--- src/rtl/bit_serial_adder_ctrl.sv ---
// Bit-serial adder sequencer: one full-add slice (two half-adder stages plus a
// carry flip-flop) time-shared LSB-first over WIDTH cycles behind valid/ready handshakes.
module bit_serial_adder_ctrl #(
    parameter int unsigned WIDTH = 8
) (
    input  logic             clk,
    input  logic             rst_n,
    input  logic             in_valid,
    output logic             in_ready,
    input  logic [WIDTH-1:0] a,
    input  logic [WIDTH-1:0] b,
    input  logic             cin,
    output logic             out_valid,
    input  logic             out_ready,
    output logic [WIDTH-1:0] sum,
    output logic             cout,
    output logic             ovf
);

    localparam int unsigned CW = $clog2(WIDTH + 1);
    localparam logic [CW-1:0] LAST = CW'(WIDTH - 1);

    typedef enum logic [1:0] {
        IDLE,
        SHIFT,
        HOLD
    } state_t;

    state_t           state_q;
    logic [WIDTH-1:0] a_sr_q;
    logic [WIDTH-1:0] b_sr_q;
    logic [WIDTH-1:0] sum_sr_q;
    logic             carry_q;
    logic [CW-1:0]    cnt_q;
    logic             cout_q;
    logic             ovf_q;
    logic             in_ready_q;
    logic             out_valid_q;

    logic s1, c1, s_bit, c2, co;

    // Full-add slice: first half adder on the operand bits, second on the carry.
    always_comb begin
        s1    = a_sr_q[0] ^ b_sr_q[0];
        c1    = a_sr_q[0] & b_sr_q[0];
        s_bit = s1 ^ carry_q;
        c2    = s1 & carry_q;
        co    = c1 | c2;
    end

    always_ff @(posedge clk or negedge rst_n) begin
        if (!rst_n) begin
            state_q     <= IDLE;
            a_sr_q      <= '0;
            b_sr_q      <= '0;
            sum_sr_q    <= '0;
            carry_q     <= 1'b0;
            cnt_q       <= '0;
            cout_q      <= 1'b0;
            ovf_q       <= 1'b0;
            in_ready_q  <= 1'b1;
            out_valid_q <= 1'b0;
        end else begin
            unique case (state_q)
                IDLE: begin
                    if (in_valid) begin
                        a_sr_q     <= a;
                        b_sr_q     <= b;
                        carry_q    <= cin;
                        cnt_q      <= '0;
                        sum_sr_q   <= '0;
                        in_ready_q <= 1'b0;
                        state_q    <= SHIFT;
                    end
                end
                SHIFT: begin
                    sum_sr_q <= {s_bit, sum_sr_q[WIDTH-1:1]};
                    a_sr_q   <= a_sr_q >> 1;
                    b_sr_q   <= b_sr_q >> 1;
                    carry_q  <= co;
                    cnt_q    <= cnt_q + 1'b1;
                    if (cnt_q == LAST) begin
                        // carry_q here is the carry into the MSB slice
                        ovf_q       <= carry_q ^ co;
                        cout_q      <= co;
                        out_valid_q <= 1'b1;
                        state_q     <= HOLD;
                    end
                end
                HOLD: begin
                    if (out_ready) begin
                        out_valid_q <= 1'b0;
                        in_ready_q  <= 1'b1;
                        state_q     <= IDLE;
                    end
                end
                default: state_q <= IDLE;
            endcase
        end
    end

    assign in_ready  = in_ready_q;
    assign out_valid = out_valid_q;
    assign sum       = sum_sr_q;
    assign cout      = cout_q;
    assign ovf       = ovf_q;

endmodule

--- config.mk ---
export PLATFORM = sky130hd
export DESIGN_NAME = bit_serial_adder_ctrl
export DESIGN_NICKNAME = d
export VERILOG_FILES = /design/src/rtl/bit_serial_adder_ctrl.sv
export SDC_FILE = /design/constraint.sdc
export NUM_CORES = 1
export LEC_CHECK = 0
export ABC_AREA = 1
export BUFFER_PORTS_ARGS = -buffer_cell sky130_fd_sc_hd__buf_2
export CAP_MARGIN = 10
export CELL_PAD_IN_SITES_DETAIL_PLACEMENT = 1
export CELL_PAD_IN_SITES_GLOBAL_PLACEMENT = 2
export CORE_UTILIZATION = 30
export CTS_BUF_LIST = sky130_fd_sc_hd__clkbuf_4 sky130_fd_sc_hd__clkbuf_8
export CTS_CLUSTER_SIZE = 30
export DETAILED_ROUTE_END_ITERATION = 7
export GPL_TIMING_DRIVEN = 0
export PLACE_DENSITY_LB_ADDON = 0.1
export SLEW_MARGIN = 30
export SYNTH_ARGS = -nofsm -noshare
export SYNTH_HDL_FRONTEND = slang
export SYNTH_SLANG_ARGS = --single-unit
--- constraint.sdc ---
create_clock -name clk -period 1.1 [get_ports clk]
set_input_delay 0.22 -clock clk [delete_from_list [all_inputs] [get_ports clk]]
set_output_delay 0.22 -clock clk [all_outputs]
set_load 0.05 [all_outputs]
==> flow_metrics.py, run 1 <==
metrics = {
    "route": {
        "drc": 0,
        "avgViaCountPerCell": 4.80,
        "drt_wl_total_um": 4880,
        "drt-pass1-iter-count": 4,
        "wl_per_cell_um": 15.6,
        "via_count": 1507,
        "drt-initial-drc-count": 80,
        "ant_nets": 0,
    },
    "worst_setup_path": {
        "crit_required_ns": 0.88,
        "r2r_setup_slack_ns": -0.05,
        "r2r_start": "state_q[1]",
        "r2r_end": "b_sr_q[1]",
        "start_kind": "flip-flop",
        "cp_top_family": "flip-flops",
        "crit_chain": "buf_8",
        "r2r_cells": 5,
        "cp.arrival_ns": 0.98,
        "critical-path-max-stage-delay_ns": 0.55,
        "endpoint_kind": "output port",
        "path_max_fanout": 2,
        "crit_buf_inv": 1,
        "worstSetupPathType": "flip-flop to output port",
        "cp_slowest_cell": "dfstp_2",
    },
    "pwr": {
        "p_leak_nw": 1.26,
        "switching_share_pct": 44.5,
        "p_int_w": 0.00425,
        "powerDensity_nw_per_um2": 3050,
        "vdd_drop_max_v": 0.00100,
        "comb_power_share_pct": 55.8,
        "seqPwrFrac_pct": 30.5,
        "clockPowerShare_pct": 13.7,
        "p_sw_w": 0.00340,
    },
    "layout": {
        "drive_gt1_share_pct": 50.4,
        "final_util_pct": 49.2,
        "seq_area_um2": 878,
        "n_antenna_cell": 0,
        "stdcell_area_um2": 2510,
        "area_delta_synth_final_pct": 57.4,
        "fin_nets": 266,
        "final_cells": 314,
        "fill_cells": 609,
        "mostFrequentLayoutCells": "nand2_1 (63), dfrtp_1 (33), nand3_2 (30)",
        "multi_input_area_um2": 891,
        "final_common_cell": "nand2_1",
    },
    "synth": {
        "synth-adder-area-share_pct": 2.04,
        "synth.yosys.seq_area_share_pct": 54.9,
        "synth_nets": 208,
        "ys.warnings.count": 0,
        "ys_ff_latch": 35,
        "synth_cells": 185,
        "synth_top_family_by_area": "simple AND/OR/NAND/NOR gates",
        "synthSimpleGateAreaFrac_pct": 35.3,
        "syn_area_per_cell_um2": 8.63,
        "synthXorXnorAreaFrac_pct": 0.549,
        "netlist-cell-type-count": 20,
        "synth-compound-area-share_pct": 1.25,
        "syn_area_um2": 1600,
        "synth_mux_area_share_pct": 0,
    },
    "global_route": {
        "grt_pass1_wl_um": 7450,
        "antenna_found_initial": 0,
        "grtUsageTotal_pct": 18.1,
        "grt_pass1_vias": 1543,
        "overflow": 0,
        "grt_max_degree": 36,
    },
    "timing": {
        "layout_setup_ws_ns": -0.102,
        "fin_crit_sh_pct": 109,
        "tightest_slew_ns": 0.822,
        "fmax_mhz": 832,
        "slew_viol_final": 0,
        "finalHoldViolations": 0,
        "clock_skew_ns": 0.00848,
        "holdWs_ns": 0.0259,
        "setup_violations": 31,
        "slew_headroom_pct": 45.2,
        "min_period_ns": 1.20,
        "rsz0062_at_grt": "yes",
    },
    "clock_network": {
        "path_clk_slew_ns": 0.07,
        "clock_latency_ns": 0.29,
        "cts_buffers": 5,
        "clockBufferDepth": 2,
        "htreeDepth": 2,
        "root_buffer": "clkbuf_8",
        "cts_tree": "done",
        "cts_num_sinks": 35,
        "cts-hold-fix-buffers": 0,
    },
    "floorplan": {
        "die_w_um": 75.0,
        "num_io_pins": 33,
        "core_um2": 5110,
        "start_util_pct": 31.3,
        "row_count": 26,
        "dieHeight_um": 75.0,
        "die-area_um2": 5620,
    },
    "job": {
        "max_cap_viol_count": 0,
    },
    "outcome": {
        "status": "finished with violations",
        "violations": "setup timing",
    },
    "placed_design": {
        "placed_cells": 287,
        "dp_worst_setup_slack_ns": -0.154,
        "hpwl_um": 2890,
        "place_congestion": 0.699,
        "placed_area_um2": 1850,
        "io_buffers": 32,
    },
    "worst_hold_path": {
        "min_path_type": "primary input to asynchronous set/reset pin",
    },
}
[state kept, by name (all words and copies together) (netlist names)]
signal / count
carry_q: 1
cout: 1
cnt_q: 4
ovf: 1
a_sr_q: 8
out_valid: 1
sum: 8
in_ready: 1
b_sr_q: 8
state_q: 2
[layout make-up]
class | instances | area share (%)
sequential | 35 | 34.9
clock buffer | 8 | 4.13
buffer | 9 | 4.18
multi-input combinational | 133 | 35.4
tap | 70 | 3.48
timing repair buffer | 51 | 16.3
inverter | 8 | 1.49
[synthesized netlist by cell type, drive strengths merged]
cell | instances | area, um2
buf | 9 | 65.1
fa | 1 | 20.0
ha | 1 | 12.5
dfrtp | 34 | 851
nor2 | 4 | 22.5
nand2 | 71 | 277
o21ai | 4 | 20.0
inv | 8 | 30.0
nand3 | 49 | 250
nand4 | 1 | 6.26
xnor2 | 1 | 8.76
dfstp | 1 | 26.3
nand3b | 1 | 7.51
[kinds of logic after synthesis]
| kind of cell | count (synthesis) |
|---|---|
| AND/OR/NAND/NOR | 126 |
| flip-flops | 35 |
| buffers and inverters | 17 |
| AO/OA/AOI/OAI | 4 |
| adder cells (fa/ha/maj) | 2 |
| XOR/XNOR | 1 |
[power groups by stage]
stage	combinational, W	clock (W)	sequential [W]
after floorplan	0.00151	0	0.00274
after global placement	0.00268	0	0.00222
after detailed placement	0.00278	0	0.00226
after CTS	0.00352	0.00109	0.00223
after global routing	0.00467	0.00113	0.00239
final	0.00427	0.00105	0.00233
[layer usage]
| layer | wire, um | global-route usage [%] | share of wire [%] |
|---|---|---|---|
| met4 | 68 | 7.13 | 1.4 |
| met5 | 0 | 0 | 0 |
| met1 | 2080 | 22.9 | 43 |
| met2 | 2600 | 29.8 | 53 |
| met3 | 140 | 4.55 | 2.9 |
[metrics by stage]
stage	total power (W)	setup TNS (ns)
global route	0.00819	-2.83
floorplan	0.00425	-0.0102
CTS	0.00683	-0.189
detailed placement	0.00504	-2.42
finish	0.00766	-0.959
global placement	0.00489	-1.42
[repair_timing]
action                                  4_1_cts  5_1_grt
gates resized for setup                      50       53
buffers inserted                             11        5
pin swaps                                    11       16
endpoints found under the setup margin       45       43
gates cloned                                  2        1
[worst max-delay path by stage]
stage | start | end | slack (ns) | cells after the start
floorplan | a_sr_q[0] | sum[7] | -0.01 | 3
global placement | state_q[0] | b_sr_q[2] | -0.10 | 6
detailed placement | state_q[0] | b_sr_q[2] | -0.15 | 6
CTS | in_ready | in_ready | -0.11 | 1
global route | a_sr_q[0] | ovf | -0.13 | 5
finish | in_ready | in_ready | -0.10 | 1
No activity file was read; power rests on OpenSTA's default activity.
==> inputs of run 2 (changes only) <==
--- a/config.mk
+++ b/config.mk
@@ -6,16 +6,17 @@
 export NUM_CORES = 1
 export LEC_CHECK = 0
 export ABC_AREA = 1
+export ABC_CLOCK_PERIOD_IN_PS = 1270
 export BUFFER_PORTS_ARGS = -buffer_cell sky130_fd_sc_hd__buf_2
 export CAP_MARGIN = 10
 export CELL_PAD_IN_SITES_DETAIL_PLACEMENT = 1
 export CELL_PAD_IN_SITES_GLOBAL_PLACEMENT = 2
-export CORE_UTILIZATION = 30
+export CORE_UTILIZATION = 33
 export CTS_BUF_LIST = sky130_fd_sc_hd__clkbuf_4 sky130_fd_sc_hd__clkbuf_8
 export CTS_CLUSTER_SIZE = 30
 export DETAILED_ROUTE_END_ITERATION = 7
 export GPL_TIMING_DRIVEN = 0
-export PLACE_DENSITY_LB_ADDON = 0.1
+export PLACE_DENSITY_LB_ADDON = 0.3
 export SLEW_MARGIN = 30
 export SYNTH_ARGS = -nofsm -noshare
 export SYNTH_HDL_FRONTEND = slang
==> constraint.sdc (replaced) <==
create_clock -name clk -period 1.27 [get_ports clk]
set_input_delay 0.254 -clock clk [delete_from_list [all_inputs] [get_ports clk]]
set_output_delay 0.254 -clock clk [all_outputs]
set_load 0.05 [all_outputs]
==> run 2 against run 1 <==
  * The flow now finishes without violations
  * Global-route usage is 0.29 points lower
  * Total power is 31% lower
  * Critical path depth stayed put
  * Sequential power is 16% lower
  * Wire length is 19% lower
  * Register-to-register slack better by 0.15 ns
  * Largest cell class is now sequential cells
  * Sequential cell count stayed put
  * Worst hold slack better by 0.027 ns
  * Sequential share of layout area is 9.8 points higher
  * Non-clock buffer count is 17 lower
==> flow_metrics.py, run 2 (same netlist as run 1, synthesis figures left out) <==
metrics = {
    "outcome": {
        "status": "completed",
    },
    "worst_setup_path": {
        "startpoint": "in_ready",
        "worstSetupPathType": "flip-flop to output port",
        "critical-path-max-stage-delay_ns": 0.54,
        "cp_slowest_cell": "dfstp_2",
        "endpoint_kind": "output port",
        "path_max_fanout": 2,
        "start_kind": "flip-flop",
        "crit_chain": "buf_6",
        "cp.arrival_ns": 0.98,
        "r2r_cells": 3,
        "crit_required_ns": 1.02,
        "worst-path-stages": 1,
        "crit_buf_inv": 1,
        "r2r_start": "carry_q",
        "cp_top_family": "flip-flops",
    },
    "layout": {
        "final_common_cell": "nand2_1",
        "fill_cells": 549,
        "final_cells": 279,
        "fin_nets": 249,
        "n_antenna_cell": 0,
        "mostFrequentLayoutCells": "nand2_1 (68), nand3_1 (48), buf_2 (35)",
        "area_delta_synth_final_pct": 23.0,
        "drive_gt1_share_pct": 28.2,
    },
    "floorplan": {
        "die-area_um2": 5120,
        "dieHeight_um": 71.6,
        "die_w_um": 71.6,
        "core_um2": 4500,
        "row_count": 24,
        "num_io_pins": 33,
        "start_util_pct": 35.4,
    },
    "global_route": {
        "grtUsageTotal_pct": 17.8,
        "overflow": 0,
        "antenna_found_initial": 0,
        "grt_pass1_wl_um": 7070,
        "grt_pass1_vias": 1514,
        "grt_max_degree": 36,
    },
    "timing": {
        "layout_setup_ws_ns": 0.0346,
        "finalHoldViolations": 0,
        "rsz0062_at_grt": "no",
        "tightest_slew_ns": 0.792,
        "clock_skew_ns": 0.00408,
        "fin_tns_setup_ns": 0,
        "setup_violations": 0,
        "holdWs_ns": 0.0526,
        "min_period_ns": 1.24,
        "slew_headroom_pct": 47.2,
        "slew_viol_final": 0,
        "fin_crit_sh_pct": 97.3,
        "fmax_mhz": 809,
    },
    "clock_network": {
        "path_clk_slew_ns": 0.07,
        "clockBufferDepth": 2,
        "cts_tree": "done",
        "htreeDepth": 2,
        "cts_buffers": 5,
        "cts_num_sinks": 35,
        "clock_latency_ns": 0.28,
        "root_buffer": "clkbuf_8",
    },
    "route": {
        "drt_wl_total_um": 3970,
        "wl_per_cell_um": 14.2,
        "via_count": 1404,
        "drt-initial-drc-count": 70,
        "avgViaCountPerCell": 5.03,
        "drt-pass1-iter-count": 4,
        "ant_nets": 0,
        "drc": 0,
    },
    "pwr": {
        "clockPowerShare_pct": 16.9,
        "seqPwrFrac_pct": 36.8,
        "p_int_w": 0.00293,
        "switching_share_pct": 44.6,
        "p_sw_w": 0.00236,
        "powerDensity_nw_per_um2": 2690,
        "p_leak_nw": 1.03,
        "vdd_drop_max_v": 0.000729,
        "power_w": 0.00529,
        "comb_power_share_pct": 46.3,
    },
    "placed_design": {
        "hpwl_um": 2930,
        "placed_cells": 269,
        "place_congestion": 0.766,
        "io_buffers": 32,
        "dp_worst_setup_slack_ns": 0.00294,
    },
    "job": {
        "max_cap_viol_count": 0,
    },
    "worst_hold_path": {
        "min_path_type": "primary input to asynchronous set/reset pin",
    },
}
==> run 2: cell count changes in the layout (fill, tap and decap cells not counted), sizes merged <==
cell    delta
buf       -16
clkbuf     -1
==> run 2: area by class of cell <==
| cell class | instances | area (um2) | share of cell area (%) |
|---|---|---|---|
| sequential | 35 | 878 | 44.7 |
| multi-input combinational | 133 | 634 | 32.3 |
| timing repair buffer | 34 | 181 | 9.24 |
| clock buffer | 8 | 104 | 5.29 |
| buffer | 9 | 68.8 | 3.50 |
| tap | 52 | 65.1 | 3.31 |
| inverter | 8 | 32.5 | 1.66 |
==> run 2: power by group through the flow <==
stage	registers (W)	logic, W	clock network (W)
2_1_floorplan	0.00237	0.00131	0
5_1_grt	0.00201	0.00273	0.000979
3_5_place_dp	0.00196	0.00239	0
4_1_cts	0.00194	0.00243	0.000929
3_3_place_gp	0.00192	0.00230	0
6_report	0.00195	0.00245	0.000894
==> run 2: timing repair <==
item | CTS | global route
hold buffers | 0 | 0
resized for setup | 2 | 7
endpoints found under the hold margin | 0 | 0
setup endpoints to repair | 4 | 11
pin swaps | 1 | 1
setup buffers | 1 | 1
==> run 2: final timing paths <==
path	to	slack (ns)
hold / removal	cnt_q[2]	0.05
setup reg to reg	sum[7]	0.10
hold reg to reg	ovf	0.48
min in group clk	b_sr_q[7]	0.18
max in group asynchronous	cnt_q[0]	0.67
setup / recovery	in_ready	0.03
==> run 2: metrics by stage <==
stage | area [um2] | utilization, %
after floorplan | 1600 | -
after global routing | 1960 | 43.6
after CTS | 1940 | 43.1
after global placement | 1820 | 40.4
final | 1960 | 43.6
after detailed placement | 1820 | 40.4
==> run 2: per-layer routing <==
metal / share of wire, % / vias up / GRT usage [%] / routed length (um)
li1: - / 681 / - / -
met1: 45 / 693 / 22.9 / 1770
met2: 51 / 24 / 30.1 / 2010
met3: 3.5 / 6 / 4.36 / 137
met4: 1.2 / 0 / 5.23 / 49
met5: 0 / - / 0 / 0
==> inputs of run 3 (changes only) <==
--- a/config.mk
+++ b/config.mk
@@ -17,6 +17,7 @@
 export DETAILED_ROUTE_END_ITERATION = 7
 export GPL_TIMING_DRIVEN = 0
 export PLACE_DENSITY_LB_ADDON = 0.3
+export SETUP_SLACK_MARGIN = 0.2
 export SLEW_MARGIN = 30
 export SYNTH_ARGS = -nofsm -noshare
 export SYNTH_HDL_FRONTEND = slang
==> run 3 against run 2 <==
  * Sequential share of layout area shrank 12 points
  * Final cell count grew 10%
  * Via count grew 12%
  * Sequential cell count is the same
==> flow_metrics.py, run 3 (same netlist as run 1, synthesis figures left out) <==
metrics = {
    "global_route": {
        "grtUsageTotal_pct": 20.1,
        "antenna_found_initial": 0,
        "grt_pass1_wl_um": 7870,
        "grt_max_degree": 36,
        "grt_pass1_vias": 1593,
        "overflow": 0,
    },
    "placed_design": {
        "hpwl_um": 2780,
        "placed_area_um2": 1820,
        "io_buffers": 32,
        "place_congestion": 0.747,
    },
    "floorplan": {
        "core_um2": 4500,
        "dieHeight_um": 71.6,
        "die-area_um2": 5120,
        "die_w_um": 71.6,
        "num_io_pins": 33,
        "row_count": 24,
        "start_util_pct": 35.4,
    },
    "layout": {
        "final_common_cell": "nand2_1",
        "drive_gt1_share_pct": 57.3,
        "area_delta_synth_final_pct": 66.7,
        "final_util_pct": 59.1,
        "mostFrequentLayoutCells": "nand2_1 (43), dfrtp_1 (33), buf_4 (24), nand3_1 (24), nand3_2 (23)",
        "n_antenna_cell": 0,
        "fin_nets": 278,
        "fill_cells": 508,
        "stdcell_area_um2": 2660,
    },
    "pwr": {
        "powerDensity_nw_per_um2": 2600,
        "p_leak_nw": 1.44,
        "vdd_drop_max_v": 0.000995,
    },
    "timing": {
        "finalHoldViolations": 0,
        "fin_tns_setup_ns": 0,
        "clock_skew_ns": 0.00922,
        "setup_violations": 0,
        "min_period_ns": 1.23,
        "slew_viol_final": 0,
        "fmax_mhz": 815,
        "rsz0062_at_grt": "yes",
        "fin_crit_sh_pct": 96.7,
        "slew_headroom_pct": 45.0,
        "tightest_slew_ns": 0.825,
    },
    "job": {
        "max_cap_viol_count": 0,
    },
    "clock_network": {
        "htreeDepth": 2,
        "root_buffer": "clkbuf_8",
        "clock_latency_ns": 0.28,
        "cts_num_sinks": 35,
        "cts-hold-fix-buffers": 0,
        "clockBufferDepth": 2,
        "path_clk_slew_ns": 0.07,
        "cts_tree": "done",
        "cts_buffers": 5,
    },
    "worst_setup_path": {
        "critical-path-max-stage-delay_ns": 0.55,
        "r2r_setup_slack_ns": 0.05,
        "start_kind": "flip-flop",
        "path_max_fanout": 2,
        "worstSetupPathType": "flip-flop to output port",
        "cp_slowest_cell": "dfstp_2",
        "endpoint_kind": "output port",
        "cp_top_family": "flip-flops",
        "startpoint": "in_ready",
        "crit_buf_inv": 1,
        "r2r_start": "state_q[0]",
        "crit_chain": "buf_8",
        "crit_required_ns": 1.02,
        "r2r_end": "cnt_q[2]",
        "r2r_cells": 5,
        "cp.arrival_ns": 0.97,
    },
    "route": {
        "drc": 0,
        "via_count": 1578,
        "drt_wl_total_um": 5110,
        "wl_per_cell_um": 16.6,
        "drt-initial-drc-count": 62,
        "drt-pass1-iter-count": 4,
        "ant_nets": 0,
        "avgViaCountPerCell": 5.14,
    },
    "worst_hold_path": {
        "min_path_type": "primary input to asynchronous set/reset pin",
    },
    "outcome": {
        "status": "completed",
    },
}
[run 3: cell types whose count changed in the layout (fill, tap and decap cells not counted), sizes merged]
cell / previous run / this run
buf: 43 / 70
clkinv: 0 / 1
[run 3: area by class of cell]
class	count	area [um2]	area share (%)
Multi-Input combinational cell	133	940	35.3
Sequential cell	35	878	33.0
Timing Repair Buffer	63	542	20.4
Buffer	9	109	4.09
Clock buffer	6	82.6	3.10
Tap cell	52	65.1	2.44
Inverter	8	40.0	1.50
Clock inverter	1	5.00	0.188
[run 3: layer usage]
layer | share of wire (%) | GRT usage, %
met5 | 0 | 0
met4 | 2.7 | 5.23
met3 | 3.3 | 4.22
met2 | 53 | 35.4
met1 | 41 | 25.3
[run 3: through the flow]
step	instances	hold WS [ns]	power [W]	worst slack (ns)
2_1_floorplan	185	-0.0416	0.00370	0.174
3_3_place_gp	269	0.377	0.00424	0.0482
3_5_place_dp	269	0.396	0.00436	0.000759
4_1_cts	299	0.0892	0.00615	0.0361
5_1_grt	307	0.119	0.00737	-0.0209
6_report	307	0.0608	0.00691	0.0425
[run 3: what timing repair did]
item,CTS,global route
endpoints found under the hold margin,0,0
setup endpoints to repair,46,46
gates resized for setup,66,62
cloned,1,2
buffers inserted,22,6
pin swaps,20,34
[run 3: power breakdown]
group / switching [W] / internal [W] / leakage, nW
combinational: 0.00227 / 0.00188 / 0.952
sequential: 0.000353 / 0.00159 / 0.437
clock: 0.000388 / 0.000425 / 0.0470
total: 0.00301 / 0.00390 / 1.44
[run 3: how the worst max path moves through the flow]
stage | end | cells past startpoint
after floorplan | sum[7] | 3
after global placement | b_sr_q[0] | 6
after detailed placement | b_sr_q[0] | 6
after CTS | in_ready | 1
after global routing | cnt_q[2] | 5
final | in_ready | 1
[run 3: worst register-to-register path, delay by kind of cell, from the launching register on]
kind,cells,cell delay [ns]
AND/OR/NAND/NOR,2,0.25
AO/OA/AOI/OAI,1,0.13
buffers and inverters,2,0.31
flip-flops,1,0.41
